<file path="src/rtl/dmem_arbiter.sv">
// Two-port round-robin arbiter and sequencer in front of the doubleword Data_Memory.
// It checks alignment and range, issues a single memory strobe cycle, and returns registered read data.
module dmem_arbiter #(
  parameter int MEM_BYTES = 1024,
  parameter int ADDR_W    = 64
) (
  input  logic              clk,
  input  logic              reset_n,
  input  logic              req0,
  input  logic              req1,
  input  logic              we0,
  input  logic              we1,
  input  logic [ADDR_W-1:0] addr0,
  input  logic [ADDR_W-1:0] addr1,
  input  logic [63:0]       wdata0,
  input  logic [63:0]       wdata1,
  output logic              ack0,
  output logic              ack1,
  output logic              err0,
  output logic              err1,
  output logic [63:0]       rdata,
  output logic [ADDR_W-1:0] Mem_Addr,
  output logic [63:0]       Write_Data,
  output logic              MemRead,
  output logic              MemWrite,
  input  logic [63:0]       Read_Data
);

  localparam logic [ADDR_W-1:0] MAX_ADDR = ADDR_W'(MEM_BYTES - 8);

  typedef enum logic [1:0] {
    IDLE   = 2'd0,
    ACCESS = 2'd1,
    RESP   = 2'd2
  } state_t;

  state_t            state_r;
  state_t            state_nxt_s;
  logic              rr_last_r;
  logic              owner_r;
  logic              we_r;
  logic              grant_s;
  logic              grant_port_s;
  logic              legal_s;
  logic              sel_we_s;
  logic [ADDR_W-1:0] sel_addr_s;
  logic [63:0]       sel_wdata_s;
  logic              access_entry_s;
  logic              resp_entry_s;
  logic              resp_owner_s;
  logic              resp_err_s;

  // Arbitration, legality check and next-state decode
  always_comb begin
    grant_s      = 1'b0;
    grant_port_s = 1'b0;
    state_nxt_s  = state_r;
    if (req0 && req1) begin
      grant_port_s = ~rr_last_r;
    end else if (req1) begin
      grant_port_s = 1'b1;
    end else begin
      grant_port_s = 1'b0;
    end
    sel_we_s    = grant_port_s ? we1 : we0;
    sel_addr_s  = grant_port_s ? addr1 : addr0;
    sel_wdata_s = grant_port_s ? wdata1 : wdata0;
    // Out-of-range addresses are rejected outright; no wrapping arithmetic.
    legal_s     = (sel_addr_s[2:0] == 3'b000) && (sel_addr_s <= MAX_ADDR);
    case (state_r)
      IDLE: begin
        if (req0 || req1) begin
          grant_s     = 1'b1;
          state_nxt_s = legal_s ? ACCESS : RESP;
        end else begin
          state_nxt_s = IDLE;
        end
      end
      ACCESS:  state_nxt_s = RESP;
      RESP:    state_nxt_s = IDLE;
      default: state_nxt_s = IDLE;
    endcase
    access_entry_s = grant_s && legal_s;
    resp_entry_s   = (state_nxt_s == RESP);
    // RESP entered straight from IDLE is always a rejection.
    resp_owner_s   = (state_r == IDLE) ? grant_port_s : owner_r;
    resp_err_s     = (state_r == IDLE);
  end

  // FSM state, round-robin pointer and latched request attributes
  always_ff @(posedge clk or negedge reset_n) begin
    if (!reset_n) begin
      state_r   <= IDLE;
      rr_last_r <= 1'b1;
      owner_r   <= 1'b0;
      we_r      <= 1'b0;
    end else begin
      state_r <= state_nxt_s;
      if (grant_s) begin
        rr_last_r <= grant_port_s;
        owner_r   <= grant_port_s;
        we_r      <= sel_we_s;
      end
    end
  end

  // Registered memory strobes, handshake outputs and read data
  always_ff @(posedge clk or negedge reset_n) begin
    if (!reset_n) begin
      MemRead    <= 1'b0;
      MemWrite   <= 1'b0;
      Mem_Addr   <= {ADDR_W{1'b0}};
      Write_Data <= 64'd0;
      ack0       <= 1'b0;
      ack1       <= 1'b0;
      err0       <= 1'b0;
      err1       <= 1'b0;
      rdata      <= 64'd0;
    end else begin
      MemRead    <= access_entry_s && !sel_we_s;
      MemWrite   <= access_entry_s && sel_we_s;
      Mem_Addr   <= access_entry_s ? sel_addr_s : {ADDR_W{1'b0}};
      Write_Data <= (access_entry_s && sel_we_s) ? sel_wdata_s : 64'd0;
      ack0       <= resp_entry_s && !resp_owner_s;
      ack1       <= resp_entry_s && resp_owner_s;
      err0       <= resp_entry_s && !resp_owner_s && resp_err_s;
      err1       <= resp_entry_s && resp_owner_s && resp_err_s;
      if ((state_r == ACCESS) && !we_r) begin
        rdata <= Read_Data;
      end else if (resp_entry_s && resp_err_s) begin
        rdata <= 64'd0;
      end
    end
  end

endmodule

</file>
<file path="config.mk">
export PLATFORM = sky130hd
export DESIGN_NAME = dmem_arbiter
export DESIGN_NICKNAME = d
export VERILOG_FILES = /design/src/rtl/dmem_arbiter.sv
export SDC_FILE = /design/constraint.sdc
export NUM_CORES = 1
export LEC_CHECK = 0
export BUFFER_PORTS_ARGS = -buffer_cell sky130_fd_sc_hd__buf_2
export CAP_MARGIN = 20
export CORE_AREA = 5 5 202 204
export CTS_CLUSTER_SIZE = 12
export DETAILED_ROUTE_END_ITERATION = 12
export DIE_AREA = 0 0 207 209
export SLEW_MARGIN = 20
export SYNTH_ARGS = -nofsm -noshare
export SYNTH_HDL_FRONTEND = slang
export SYNTH_SLANG_ARGS = --single-unit
export TNS_END_PERCENT = 20
</file>
<file path="constraint.sdc">
create_clock -name clk -period 2.6 [get_ports clk]
set_clock_uncertainty 0.15 [all_clocks]
set_input_delay 0.39 -clock clk [delete_from_list [all_inputs] [get_ports clk]]
set_output_delay 0.39 -clock clk [all_outputs]
set_load 0.1 [all_outputs]
</file>
# After elaboration in Yosys (flattened, before gate mapping)

Index checks and enable logic that the tools add are counted.

Bits in registers: 203
Input port bits: 326
Output and inout port bits: 198
Word-level logic and storage cells: 50

$lt $le $gt $ge: 1
Equal/unequal tests: 2
Mux-type cells: 15
Bitwise gates (word level): 1
Reduce and logical (&&, ||, !) cells: 18

Operators by type and width:

| operator               | number |
|---|---|
| $mux W64               | 6 |
| $le A64 B10 Y1 const B | 1 |
| $logic_and A1 B1 Y1    | 11 |
| $mux W1                | 6 |
| $mux W2                | 2 |
| $pmux W2 S2            | 1 |
| $logic_not A1 Y1       | 3 |
| $logic_not A3 Y1       | 1 |
| $eq A2 B1 Y1 const B   | 1 |
| $eq A2 B2 Y1 const B   | 1 |
| $logic_not A2 Y1       | 1 |
| $reduce_bool A2 Y1     | 1 |
| $logic_or A1 B1 Y1     | 1 |
| $not A1 Y1             | 1 |

# Depth between registers and ports, before layout

Depth in word-level cells: 12
Gate-level depth with buffers: 8
Mapped depth without buffers: 5

# Worst setup path before layout

Ideal clock, no wire load.

Path type: reg-to-reg
Start point: register rr_last_r
End point: register Write_Data[23]
Setup time: 81 ps
Data arrival time: 1741 ps
Data required time: 2369 ps
Path slack: 627 ps
Stages on the path, launching flop included: 9
Path buffers: 3
Clock period less this slack: 1973 ps
Cell sequence: dfstp_2 > a21bo_1 > buf_2 > nand4_1 > a22oi_4 > o211ai_2 > buf_6 > buf_6 > nor3_2

Word-level cells in the longest chain between the ends: 8
Elaborated cells on any way between the ends: 11
Classes of those cells: order compare: 1; mux: 5; bitwise: 1; reduce/logical: 4

RTL lines:

| item                                                      | line | RTL |
|---|---|---|
| start, declared                                           | 39   | `logic rr_last_r;` |
| start signal, assigned                                    | 100  | `rr_last_r <= grant_port_s;` |
| $not A1 Y1 (*)                                            | 59   | `grant_port_s = ~rr_last_r;` |
| $mux W1 (*)                                               | 58   | `if (req0 && req1) begin` |
| $mux W64                                                  | 66   | `sel_addr_s = grant_port_s ? addr1 : addr0;` |
| $le A64 B10 Y1 / $logic_not A3 Y1 (equally long branches) | 69   | `legal_s = (sel_addr_s[2:0] == 3'b000) && (sel_addr_s <= MAX_ADDR);` |
| $logic_and A1 B1 Y1                                       | 69   |  |
| $logic_and A1 B1 Y1                                       | 83   | `access_entry_s = grant_s && legal_s;` |
| $logic_and A1 B1 Y1                                       | 123  | `Write_Data <= (access_entry_s && sel_we_s) ? sel_wdata_s : 64'd0;` |
| $mux W64 (*)                                              | 123  |  |
| end signal, assigned                                      | 123  |  |
| end, declared                                             | 23   | `output logic [63:0] Write_Data,` |

Mark *: on every way between the ends. The rest lies on a longest branch, timed or not.
A chain may end at the register's enable or synchronous reset.

# Worst setup path in the final report

Start point: input req0
End point: register Write_Data[35]

Word-level cells in the longest chain between the ends: 8
Elaborated cells on any way between the ends: 14
Classes of those cells: order compare: 1; mux: 7; reduce/logical: 6

RTL lines:

| item                                                      | line | RTL |
|---|---|---|
| start, declared                                           | 9    | `input logic req0,` |
| $logic_and A1 B1 Y1                                       | 58   |  |
| $mux W1                                                   | 58   |  |
| $mux W64                                                  | 66   |  |
| $le A64 B10 Y1 / $logic_not A3 Y1 (equally long branches) | 69   |  |
| $logic_and A1 B1 Y1                                       | 69   |  |
| $logic_and A1 B1 Y1                                       | 83   |  |
| $logic_and A1 B1 Y1                                       | 123  |  |
| $mux W64 (*)                                              | 123  |  |

Marked as above.

==> impl_metrics.tcl <==
set metrics [dict create \
    grt_max_degree 76 \
    synth.yosys.seq_area_share_pct 62.70 \
    clk_pin_slew_worst_paths_ns 0.06 \
    rsz0062_at_grt "false" \
    viasPerCell 4.000 \
    place_congestion 0.9037 \
    syn_inst 596 \
    num-fill-cells 3994 \
    ctsResizeCount 0 \
    ios 524 \
    dp_slack_ns 0.2476 \
    avgSynthCellArea_sq_um 13.60 \
    core_sq_um 39090 \
    peakVddDrop_mv 0.3511 \
    die_h_um 209 \
    power_density_nw_per_um2 589.9 \
    criticalPathCategory "in2reg" \
    drt-total-wl_mm 27.82 \
    critPathCaptureType "flop" \
    hold_violations 0 \
    fp.dieW_um 207 \
    wl_per_cell_um 15.48 \
    ys_types 36 \
    synth_warnings 0 \
    dieArea_sq_um 43260 \
    initial_utilization_pct 20.73 \
    placed_cells 1680 \
    worst_ep_arrival_time_ns 2.71 \
    slew_headroom_pct 59.05 \
    numPortBuffers 523 \
    fin_crit_ns 2.488 \
    worstMarginPinSlew_ns 0.6142 \
    grt_pass1_wl_mm 42.52 \
    area_growth_pct 62.42 \
    drive_gt1_share_pct 50.63 \
    grt_remaining_overflow 0 \
    synth_ff_type "dfrtp_1" \
    clock_sinks 203 \
    grt_pass1_vias 7759 \
    period_share_pct 95.70 \
    cts_buffers 23 \
    dpl_cell_area_sq_um 11680 \
    clk_path_buf_depth 3 \
    synth_seq_cells 203 \
    dr_total_vias 7188 \
    fin_cells 1797 \
    n_antenna_cell 0 \
    outcome "finished clean" \
    synth-async-reset-ratio_pct 100.0 \
    setup_ws_ns 0.1118 \
    hold_slack_ns 0.02295 \
    dpl.hpwl_mm 21.24 \
    antenna_found_initial 0 \
    syn-cell-area_sq_um 8104 \
    clk_latency_ns 0.51 \
    p_total_mw 7.764 \
    ant_nets 0 \
    finalSetupViolations 0 \
    hp-class "in2reg" \
    leakage_nw 6.787 \
    tns_ns 0 \
    worstPathMaxFanout 57 \
    cts_tree "yes" \
    drv_cap 0 \
    rows 73 \
    remaining_drc_errors 0 \
    required_ns 2.82 \
    nNetsFinal 1582 \
    htree_levels 1 \
    cts-root-buf "clkbuf_16" \
    drt_iter0_drc 328 \
    synth_edf_count 0 \
    critPathLaunchType "input port" \
    final_max_slew_viol_count 0 \
    drtPass1Iterations 4 \
    fin_area_sq_um 13160 \
    final_core_util_pct 33.67 \
    grt_usage_pct 12.10 \
    fmax_mhz 401.9 \
]
what timing repair did:
item,in CTS,in global routing
hold buffers,76,0
hold endpoints to repair,103,0
setup buffers,0,0
metal layers:
layer  global-route usage, %  vias up  wire length (um)
met5                       0        -                 0
li1                        -     3415                 -
met2                   20.08      342             13290
met1                   14.52     3383             10950
met4                   4.172        0               838
met3                   4.489       48              2736
power by group:
part	leakage [nW]	total, mW	internal [mW]	switching (mW)
combinational	3.74	1.45	0.511	0.942
clock	0.357	3.05	1.80	1.26
sequential	2.69	3.26	3.23	0.0251
total	6.79	7.76	5.54	2.22
area by class of cell:
| cell class | instances | area, sq um | area share [%] |
|---|---|---|---|
| multi-input cells | 405 | 3027 | 22.99 |
| clock buffers | 34 | 676.9 | 5.143 |
| clock inverters | 7 | 41.29 | 0.3137 |
| flip-flops and latches | 203 | 5081 | 38.60 |
| well taps | 525 | 656.9 | 4.991 |
| repair buffers | 623 | 3680 | 27.96 |
synth_stat cells, types with 2 or more instances:
master	number	area (sq um)
nor2_1	11	41.29
nor3_1	90	450.4
nor3_2	49	490.5
mux2i_1	137	1371
nand4_1	7	43.79
dfrtp_1	202	5055
a21oi_1	2	10.01
buf_6	6	67.56
nand2_1	7	26.28
buf_2	29	145.1
clkbuf_1	8	30.03
nor4_1	24	150.1
state kept, by name, summed over array words and instances (netlist names), 2 cells and up:
name,cells
state_r,2
Mem_Addr,64
Write_Data,64
rdata,64
critical path: stages:
cell and delay, ns:
dlygate4sd3_1 0.55, buf_2 0.17, a21bo_4 0.25, buf_12 0.34, mux2i_1 0.27, dlygate4sd3_1 0.61, nor3_2 0.06
layout by cell type (no fill, tap or decap), types with 11 or more instances in the layout:
cell / instances
dlygate4sd3_1: 76
clkbuf_16: 23
buf_2: 522
conb_1: 57
nor3_2: 48
nor2_1: 11
buf_4: 15
nor4_1: 24
dfrtp_1: 202
mux2i_1: 137
nor3_1: 90
worst paths after layout:
path | from | endpoint | slack, ns | depth (start not counted)
setup / recovery | req0 | Write_Data[35] | 0.11 | 7
setup reg to reg | rr_last_r | Write_Data[35] | 0.15 | 5
max in group asynchronous | reset_n | rr_last_r | 1.29 | 3
hold reg to reg | owner_r | owner_r | 0.33 | 2
min in group asynchronous | reset_n | rdata[23] | 0.29 | 2
hold / removal | wdata1[21] | Write_Data[21] | 0.02 | 3
cells by family (layout without fill, tap and decap cells):
kind of cell           count (synthesis)  count (layout)  synth area share (%)
muxes                                138             138                 17.09
other                                  1              57               0.04627
DFF                                  203             203                 62.70
AOI/OAI and AO/OA                     13              13                 1.390
and+or+nand+nor                      197             197                 15.69
buffers and inverters                 44             664                 3.088
No activity file was read; power rests on OpenSTA's default activity.
